<file path="config.mk">
export PLATFORM = sky130hd
export DESIGN_NAME = alu_ctrl_seq
export DESIGN_NICKNAME = d
export VERILOG_FILES = /design/src/rtl/alu_ctrl_seq.sv
export SDC_FILE = /design/constraint.sdc
export NUM_CORES = 1
export LEC_CHECK = 0
export CAP_MARGIN = 20
export CELL_PAD_IN_SITES_DETAIL_PLACEMENT = 1
export CELL_PAD_IN_SITES_GLOBAL_PLACEMENT = 1
export CORE_UTILIZATION = 10
export CTS_BUF_LIST = sky130_fd_sc_hd__clkbuf_8
export DETAILED_ROUTE_END_ITERATION = 8
export PLACE_DENSITY = 0.87
export SKIP_LAST_GASP = 1
export SYNTH_ARGS = -nofsm -noshare
export SYNTH_HDL_FRONTEND = slang
export SYNTH_SLANG_ARGS = --single-unit
</file>
<file path="constraint.sdc">
create_clock -name clk -period 0.8 [get_ports clk]
set_clock_uncertainty 0.2 [all_clocks]
set_input_delay 0.16 -clock clk [delete_from_list [all_inputs] [get_ports clk]]
set_output_delay 0.16 -clock clk [all_outputs]
set_load 0.02 [all_outputs]
</file>
<file path="src/rtl/alu_ctrl_seq.sv">
`default_nettype none
// ============================================================================
// Module   : alu_ctrl_seq
// Brief    : ALU control decoder with an optional iterative multiply/divide
//            unit (MUL/DIVU/REMU), enabled by defining ALU_CTRL_MDU_EN.
// Revision : 1.0 - initial release
// ============================================================================
module alu_ctrl_seq #(
    parameter int WIDTH = 32
) (
    input  logic             clk,
    input  logic             reset,
    input  logic             in_valid,
    output logic             in_ready,
    input  logic [1:0]       ALUOp,
    input  logic [6:0]       funct7,
    input  logic [2:0]       funct3,
    input  logic [WIDTH-1:0] op_a,
    input  logic [WIDTH-1:0] op_b,
    input  logic             flush,
    output logic             out_valid,
    output logic [3:0]       operation,
    output logic             md_sel,
    output logic [WIDTH-1:0] md_result,
    output logic             illegal
);

    localparam logic [3:0] c_op_add  = 4'b0010;
    localparam logic [3:0] c_op_sub  = 4'b0110;
    localparam logic [6:0] c_f7_base = 7'b0000000;
    localparam logic [6:0] c_f7_alt  = 7'b0100000;

    logic [3:0] w_op;
    logic       w_ill;
    logic       w_mop;
    logic       w_take;
    logic       w_done;

    always_comb begin
        w_op  = c_op_add;
        w_ill = 1'b0;
        w_mop = 1'b0;
        case (ALUOp)
            2'b00: w_op = c_op_add;
            2'b01: w_op = c_op_sub;
            default: begin
                if (funct7 == c_f7_base) begin
                    case (funct3)
                        3'b000: w_op = 4'b0010;
                        3'b001: w_op = 4'b0100;
                        3'b010: w_op = 4'b1000;
                        3'b011: w_op = 4'b1001;
                        3'b100: w_op = 4'b0011;
                        3'b101: w_op = 4'b0101;
                        3'b110: w_op = 4'b0001;
                        3'b111: w_op = 4'b0000;
                        default: w_op = c_op_add;
                    endcase
                end else if (funct7 == c_f7_alt && funct3 == 3'b000) begin
                    w_op = c_op_sub;
                end else if (funct7 == c_f7_alt && funct3 == 3'b101) begin
                    w_op = 4'b0111;
`ifdef ALU_CTRL_MDU_EN
                end else if (funct7 == 7'b0000001 &&
                             (funct3 == 3'b000 || funct3 == 3'b101 || funct3 == 3'b111)) begin
                    w_mop = 1'b1;
`endif
                end else begin
                    w_ill = 1'b1;
                end
            end
        endcase
    end

    assign w_take = in_valid & in_ready & ~flush;

    // M-ops report through the completion path; everything else answers next cycle
    always_ff @(posedge clk or posedge reset) begin
        if (reset) begin
            out_valid <= 1'b0;
            operation <= 4'b0000;
            md_sel    <= 1'b0;
            illegal   <= 1'b0;
        end else if (flush) begin
            out_valid <= 1'b0;
        end else if (w_take && !w_mop) begin
            out_valid <= 1'b1;
            operation <= w_op;
            md_sel    <= 1'b0;
            illegal   <= w_ill;
        end else if (w_done) begin
            out_valid <= 1'b1;
            operation <= c_op_add;
            md_sel    <= 1'b1;
            illegal   <= 1'b0;
        end else begin
            out_valid <= 1'b0;
        end
    end

`ifdef ALU_CTRL_MDU_EN
    typedef enum logic [1:0] {
        S_IDLE = 2'd0,
        S_BUSY = 2'd1,
        S_DONE = 2'd2
    } state_t;

    localparam int              c_cw   = $clog2(WIDTH);
    localparam logic [c_cw-1:0] c_last = c_cw'(WIDTH - 1);

    state_t           r_state;
    state_t           w_state_nxt;
    logic [c_cw-1:0]  r_cnt;
    logic [WIDTH-1:0] r_a;
    logic [WIDTH-1:0] r_b;
    logic [WIDTH-1:0] r_acc;
    logic [1:0]       r_kind;
    logic             w_last;
    logic [WIDTH-1:0] w_a_nxt;
    logic [WIDTH-1:0] w_b_nxt;
    logic [WIDTH-1:0] w_acc_nxt;
    logic [WIDTH-1:0] w_res;
    logic [WIDTH-1:0] w_mul_sum;
    logic [WIDTH:0]   w_rsh;
    logic             w_borrow;

    assign in_ready = (r_state == S_IDLE);

    always_ff @(posedge clk or posedge reset) begin
        if (reset) begin
            r_state <= S_IDLE;
        end else begin
            r_state <= w_state_nxt;
        end
    end

    always_comb begin
        w_state_nxt = r_state;
        w_last      = 1'b0;
        case (r_state)
            S_IDLE: if (in_valid && !flush && w_mop) w_state_nxt = S_BUSY;
            S_BUSY: begin
                w_last = (r_cnt == c_last);
                if (w_last) w_state_nxt = S_DONE;
            end
            S_DONE:  w_state_nxt = S_IDLE;
            default: w_state_nxt = S_IDLE;
        endcase
        if (flush) w_state_nxt = S_IDLE;
    end

    assign w_done = w_last & ~flush;

    // r_kind: 00 MUL, 10 DIVU, 11 REMU. For divides r_a shifts dividend bits out
    // of the top while quotient bits enter at the bottom; r_acc is the remainder.
    always_comb begin
        w_mul_sum = r_b[0] ? (r_acc + r_a) : r_acc;
        w_rsh     = {r_acc, r_a[WIDTH-1]};
        w_borrow  = (w_rsh < {1'b0, r_b});
        if (r_kind[1]) begin
            w_a_nxt   = {r_a[WIDTH-2:0], ~w_borrow};
            w_b_nxt   = r_b;
            w_acc_nxt = w_borrow ? w_rsh[WIDTH-1:0] : (w_rsh[WIDTH-1:0] - r_b);
            w_res     = r_kind[0] ? w_acc_nxt : w_a_nxt;
        end else begin
            w_a_nxt   = {r_a[WIDTH-2:0], 1'b0};
            w_b_nxt   = {1'b0, r_b[WIDTH-1:1]};
            w_acc_nxt = w_mul_sum;
            w_res     = w_mul_sum;
        end
    end

    always_ff @(posedge clk or posedge reset) begin
        if (reset) begin
            r_a       <= '0;
            r_b       <= '0;
            r_acc     <= '0;
            r_cnt     <= '0;
            r_kind    <= 2'b00;
            md_result <= '0;
        end else if (!flush) begin
            if (r_state == S_IDLE && in_valid && w_mop) begin
                r_a    <= op_a;
                r_b    <= op_b;
                r_acc  <= '0;
                r_cnt  <= '0;
                r_kind <= {funct3[2], funct3[1]};
            end else if (r_state == S_BUSY) begin
                r_a   <= w_a_nxt;
                r_b   <= w_b_nxt;
                r_acc <= w_acc_nxt;
                r_cnt <= r_cnt + c_cw'(1);
                if (w_last) md_result <= w_res;
            end
        end
    end
`else
    logic w_unused;

    assign in_ready  = 1'b1;
    assign w_done    = 1'b0;
    assign md_result = '0;
    assign w_unused  = ^{op_a, op_b};
`endif

endmodule
`default_nettype wire
</file>
==> results.py, run 1 <==
metrics = {
    "placed_design": {
        "gp_congestion": 0.7170,
        "place.detailed.hpwl_mm": 1.164,
        "port_buffers": 21,
        "dp_cells": 175,
    },
    "global_routing": {
        "grt_usage_pct": 4.705,
        "gr-total-overflow": 0,
        "grt_max_degree": 7,
        "grt_pass1_wl_mm": 2.201,
        "antenna_found_initial": 0,
        "grt_pass1_vias": 485,
    },
    "power_and_ir_drop": {
        "power_uw": 1224,
        "p_leak_uw": 0.0004701,
        "power_density_nw_per_um2": 1287,
        "vdd_drop_max_mv": 0.9557,
    },
    "logic_synthesis": {
        "avgSynthCellArea_um2": 8.364,
        "synth_top_cell_by_area": "buf_4",
        "syn_inst": 73,
        "synth_compound_area_share_pct": 10.45,
        "synth_top_family_by_area": "buffers and inverters",
        "yosys-mux-area-fraction_pct": 0,
        "netlist.area_leader.share_pct": 41.80,
        "yosys.area_share.simple_pct": 16.60,
        "synth_cell_types": 22,
        "synth_xor_area_share_pct": 2.869,
        "ys.warnings.count": 0,
        "yosys.area_share.adder_pct": 0,
        "ys_ff_latch": 6,
        "ys_seq_area_share_pct": 24.59,
        "synth.area.top_cells": "buf_4, dfrtp_1, nor4_4, o21ai_0, inv_1",
        "syn_area_um2": 610.6,
    },
    "hold_path": {
        "holdCritPathClass": "in -> async",
    },
    "detailed_routing": {
        "drt_iter0_drc": 13,
        "drtAntennaViolNets": 0,
        "vias_per_cell": 2.810,
        "via_count": 517,
        "wire_per_inst_um": 8.141,
        "dr.pass1.iters": 4,
        "drc": 0,
        "drt_wl_total_mm": 1.498,
    },
    "setup_path": {
        "critPathKind": "reg -> out",
        "crit_family": "flip-flops",
        "crit_required_ns": 0.44,
        "cp_cell_sequence": "buf_6",
        "cp.arrival_ns": 0.76,
        "critPathMaxStageDelay_ns": 0.39,
        "cp-start-kind": "flip-flop",
        "path_buf_inv": 1,
        "cp-end-kind": "output pin",
        "crit_fanout": 2,
        "critPathSlowestCell": "dfrtp_1",
    },
    "layout": {
        "syn_to_final_growth_pct": 55.74,
        "nFillCells": 718,
        "diodes": 0,
        "nNetsFinal": 191,
        "layoutNonFillerInstCount": 184,
        "drive_above_1_share_pct": 39.45,
    },
    "clock_network": {
        "htreeDepth": 1,
        "clockRootBuffer": "clkbuf_8",
        "clock-sinks": 6,
        "cts_tree": "done",
        "clk_latency_ns": 0.23,
        "clk_pin_slew_ns": 0.04,
        "numCtsBuffers": 3,
        "cts_max_path_buffers": 2,
    },
    "sta": {
        "setup_slack_ns": -0.3213,
        "finalMaxSlewViolations": 0,
        "finalCritPeriodShare_pct": 140.2,
        "fmax_mhz": 891.8,
        "tns_ns": -3.046,
        "setup_viol": 11,
        "hold_viol": 6,
        "finalCriticalPeriod_ns": 1.121,
        "rsz0062_at_grt": "true",
        "hold_ws_ns": -0.05200,
    },
    "die": {
        "num_io_pins": 120,
        "start_util_pct": 10.31,
        "fp.dieH_um": 80.14,
        "core_um2": 5921,
        "rows": 28,
        "die_x_um": 80.14,
        "die_area_um2": 6422,
    },
    "outcome": {
        "outcome": "finished with violations",
        "violations": "negative hold slack, negative setup slack",
    },
    "flow_run": {
        "max_cap_viol_count": 0,
    },
}
registers in the layout, summed over array words and instances (netlist names):
name and flops:
operation 4, illegal 1, out_valid 1
per-layer routing:
layer | share of wire, % | up-vias | track usage, % | wire (um)
met5 | 0 | - | 0 | 0
met4 | 4.0 | 0 | 4.821 | 60
met2 | 59 | 37 | 9.231 | 877
li1 | - | 241 | - | -
met3 | 9.1 | 4 | 0.5682 | 137
met1 | 28 | 235 | 3.898 | 423
logic make-up (layout without fill, tap and decap cells):
| family | Yosys count | after routing |
|---|---|---|
| AO/OA/AOI/OAI | 10 | 10 |
| XOR/XNOR | 2 | 2 |
| buffers and inverters | 38 | 42 |
| flip-flops | 6 | 6 |
| other | 2 | 34 |
| AND/OR/NAND/NOR | 15 | 15 |
layout make-up:
class | instances | area (um2) | area share [%]
timing repair buffer | 35 | 300.3 | 31.58
sequential | 6 | 150.1 | 15.79
multi-input combinational | 61 | 350.3 | 36.84
inverter | 4 | 15.01 | 1.579
clock buffer | 3 | 41.29 | 4.342
tap | 75 | 93.84 | 9.868
synth_stat cells:
| cell | n |
|---|---|
| or3_1 | 1 |
| nand3b_1 | 1 |
| nor4_4 | 1 |
| nor3_2 | 1 |
| a21oi_1 | 1 |
| nand3_2 | 1 |
| buf_4 | 34 |
| nand2_1 | 3 |
| nor3_1 | 1 |
| a31oi_1 | 2 |
| nand2b_1 | 2 |
| o22a_1 | 1 |
| dfrtp_1 | 6 |
| a21o_1 | 1 |
| inv_1 | 4 |
| xor2_1 | 1 |
| o31ai_1 | 2 |
| nor2_1 | 3 |
| conb_1 | 2 |
| nor2b_1 | 1 |
| o21ai_0 | 3 |
| xnor2_1 | 1 |
final timing paths:
kind / from / end / slack [ns] / cells after the start
min in group clk: funct7[6] / operation[3]$_DFFE_PP0P_ / 0.08 / 4
hold / removal: reset / operation[1]$_DFFE_PP0P_ / -0.05 / 2
setup / recovery: operation[3]$_DFFE_PP0P_ / operation[3] / -0.32 / 1
setup reg to reg: operation[2]$_DFFE_PP0P_ / operation[2]$_DFFE_PP0P_ / -0.23 / 2
max in group asynchronous: reset / illegal$_DFFE_PP0P_ / 0.26 / 2
hold reg to reg: operation[0]$_DFFE_PP0P_ / operation[0]$_DFFE_PP0P_ / 0.33 / 2
cell usage in the layout (no fill, tap or decap):
master and n:
nand2_1 3, o31ai_1 1, or3_4 1, o31ai_2 1, nor2b_4 1, a31oi_1 2
dfrtp_1 6, nor2_2 1, inv_1 2, xnor2_2 1, a21oi_1 1, nor3_2 2
nand3_2 1, a21o_1 1, clkdlybuf4s50_1 2, buf_2 5, clkdlybuf4s15_1 1, o21ai_0 2
nand2b_4 1, nor2_1 2, nor4_4 1, nand2b_1 1, buf_6 10, o22a_1 1
conb_1 34, xor2_1 1, o21ai_1 1, inv_2 2, nand3b_1 1, clkbuf_8 3
dlygate4sd2_1 4, buf_4 13
stage by stage:
stage          area, um2  worst slack, ns  utilization (%)
2_1_floorplan      738.2          -0.3085                -
3_3_place_gp       847.1          -0.8384            14.31
3_5_place_dp       847.1          -0.8692            14.31
4_1_cts            949.7          -0.3308            16.04
5_1_grt            950.9          -0.3714            16.06
6_report           950.9          -0.3213            16.06
where the power goes:
group          leakage [uW]  internal (uW)  switching (uW)
logic              0.000375            162             259
registers         0.0000736            322            10.7
clock network     0.0000216            325             147
repair_timing:
| item | CTS | global route |
|---|---|---|
| endpoints found under the setup margin | 12 | 12 |
| pin swaps | 9 | 5 |
| setup buffers | 6 | 1 |
| resized for setup | 84 | 3 |
| hold endpoints to repair | 6 | 3 |
(Power assumes the default switching activity.)
==> run 2: changes to the inputs <==
--- a/config.mk
+++ b/config.mk
@@ -11,7 +11,7 @@
 export CORE_UTILIZATION = 10
 export CTS_BUF_LIST = sky130_fd_sc_hd__clkbuf_8
 export DETAILED_ROUTE_END_ITERATION = 8
-export PLACE_DENSITY = 0.87
+export PLACE_DENSITY_LB_ADDON = 0.1
 export SKIP_LAST_GASP = 1
 export SYNTH_ARGS = -nofsm -noshare
 export SYNTH_HDL_FRONTEND = slang
==> run 2 against run 1 <==
Net effect: the run still ends with negative hold slack, negative setup slack left; cell area shrank 1.2%; worst hold slack improved by 0.035 ns; routed wire length fell by 1.1%; combinational power is essentially flat; sequential share of layout area is 0.19 points higher; critical path type unchanged; highest routed layer unchanged.
==> results.py, run 2 (synthesis results as in run 1) <==
metrics = {
    "outcome": {
        "outcome": "finished with violations",
        "violations": "negative hold slack, negative setup slack",
    },
    "sta": {
        "finalMaxSlewViolations": 0,
        "fmax_mhz": 904.8,
        "tns_ns": -3.051,
        "hold_viol": 6,
        "setup_viol": 12,
        "setup_slack_ns": -0.3053,
        "rsz0062_at_grt": "true",
        "finalCritPeriodShare_pct": 138.2,
        "finalCriticalPeriod_ns": 1.105,
        "hold_ws_ns": -0.01745,
    },
    "clock_network": {
        "htreeDepth": 1,
        "clk_pin_slew_ns": 0.04,
        "clock-sinks": 6,
        "cts_max_path_buffers": 2,
        "clk_latency_ns": 0.22,
        "numCtsBuffers": 3,
        "clockRootBuffer": "clkbuf_8",
        "cts_tree": "done",
    },
    "detailed_routing": {
        "drc": 0,
        "wire_per_inst_um": 8.182,
        "drtAntennaViolNets": 0,
        "vias_per_cell": 2.718,
        "via_count": 492,
        "drt_iter0_drc": 7,
        "dr.pass1.iters": 4,
        "drt_wl_total_mm": 1.481,
    },
    "flow_run": {
        "max_cap_viol_count": 0,
    },
    "layout": {
        "multi_input_comb_area_um2": 347.8,
        "syn_to_final_growth_pct": 53.89,
        "largest_register": "operation",
        "drive_above_1_share_pct": 38.68,
        "ff_latch_area_um2": 150.1,
        "diodes": 0,
        "largest_register_ffs": 4,
        "final_area_um2": 939.7,
        "nFillCells": 701,
        "final_cell_mix": "conb_1, buf_6, buf_4",
        "final_util_pct": 15.87,
        "reg_top3": "operation (4), illegal (1), out_valid (1)",
        "nNetsFinal": 188,
        "mostFrequentLayoutCell": "conb_1",
    },
    "die": {
        "core_um2": 5921,
        "fp.dieH_um": 80.14,
        "die_x_um": 80.14,
        "die_area_um2": 6422,
        "start_util_pct": 10.31,
        "num_io_pins": 120,
        "rows": 28,
    },
    "placed_design": {
        "port_buffers": 21,
        "place.detailed.hpwl_mm": 1.290,
        "postPlaceCellArea_um2": 839.6,
        "dp_slack_ns": -0.9266,
        "gp_congestion": 0.6382,
    },
    "setup_path": {
        "cp-end-kind": "output pin",
        "critPathSlowestCell": "dfrtp_1",
        "critPathMaxStageDelay_ns": 0.39,
        "cp.arrival_ns": 0.75,
        "cp-start-kind": "flip-flop",
        "crit_required_ns": 0.44,
        "critPathKind": "reg -> out",
        "crit_fanout": 2,
        "path_buf_inv": 1,
        "crit_family": "flip-flops",
        "cp_cell_sequence": "buf_6",
    },
    "global_routing": {
        "grt_pass1_vias": 479,
        "grt_usage_pct": 4.804,
        "antenna_found_initial": 0,
        "gr-total-overflow": 0,
        "grt_max_degree": 7,
        "grt_pass1_wl_mm": 2.277,
    },
    "power_and_ir_drop": {
        "p_leak_uw": 0.0004583,
        "vdd_drop_max_mv": 0.4403,
        "power_density_nw_per_um2": 1280,
    },
    "hold_path": {
        "holdCritPathClass": "in -> async",
    },
}
-- run 2: layer usage --
metal / track usage, % / routed length [um] / vias to the layer above
met5: 0 / 0 / -
met4: 3.750 / 35 / 0
li1: - / - / 234
met1: 5.455 / 583 / 227
met3: 1.250 / 90 / 2
met2: 7.607 / 772 / 29
-- run 2: where the power goes --
part	leakage (uW)	internal [uW]	switching, uW	total (uW)
Clock	0.0000216	323	128	451
Sequential	0.0000736	321	12.1	334
Combinational	0.000363	161	257	418
-- run 2: layout make-up --
type	instances	area share (%)
sequential	6	15.98
inverter	4	1.864
multi-input combinational	61	37.02
timing repair buffer	32	30.76
clock buffer	3	4.394
tap	75	9.987
-- run 2: worst paths after layout --
path	from	endpoint	slack (ns)	depth (start not counted)
min in group clk	funct7[2]	operation[3]$_DFFE_PP0P_	0.08	4
setup reg to reg	operation[2]$_DFFE_PP0P_	operation[2]$_DFFE_PP0P_	-0.23	2
max in group asynchronous	reset	operation[2]$_DFFE_PP0P_	0.21	2
hold reg to reg	operation[1]$_DFFE_PP0P_	operation[1]$_DFFE_PP0P_	0.35	2
hold / removal	reset	operation[1]$_DFFE_PP0P_	-0.02	2
setup / recovery	illegal$_DFFE_PP0P_	illegal	-0.31	1
-- run 2: what timing repair did --
| action | CTS | global route |
|---|---|---|
| setup buffers | 4 | 1 |
| pin swaps | 11 | 7 |
| hold endpoints to repair | 3 | 0 |
| resized for setup | 83 | 11 |
| setup endpoints to repair | 12 | 11 |
-- run 2: through the flow --
stage / std cells / total power (uW)
2_1_floorplan: 105 / 677.2
3_3_place_gp: 174 / 732.7
3_5_place_dp: 174 / 733.7
4_1_cts: 180 / 1208
5_1_grt: 181 / 1277
6_report: 181 / 1203
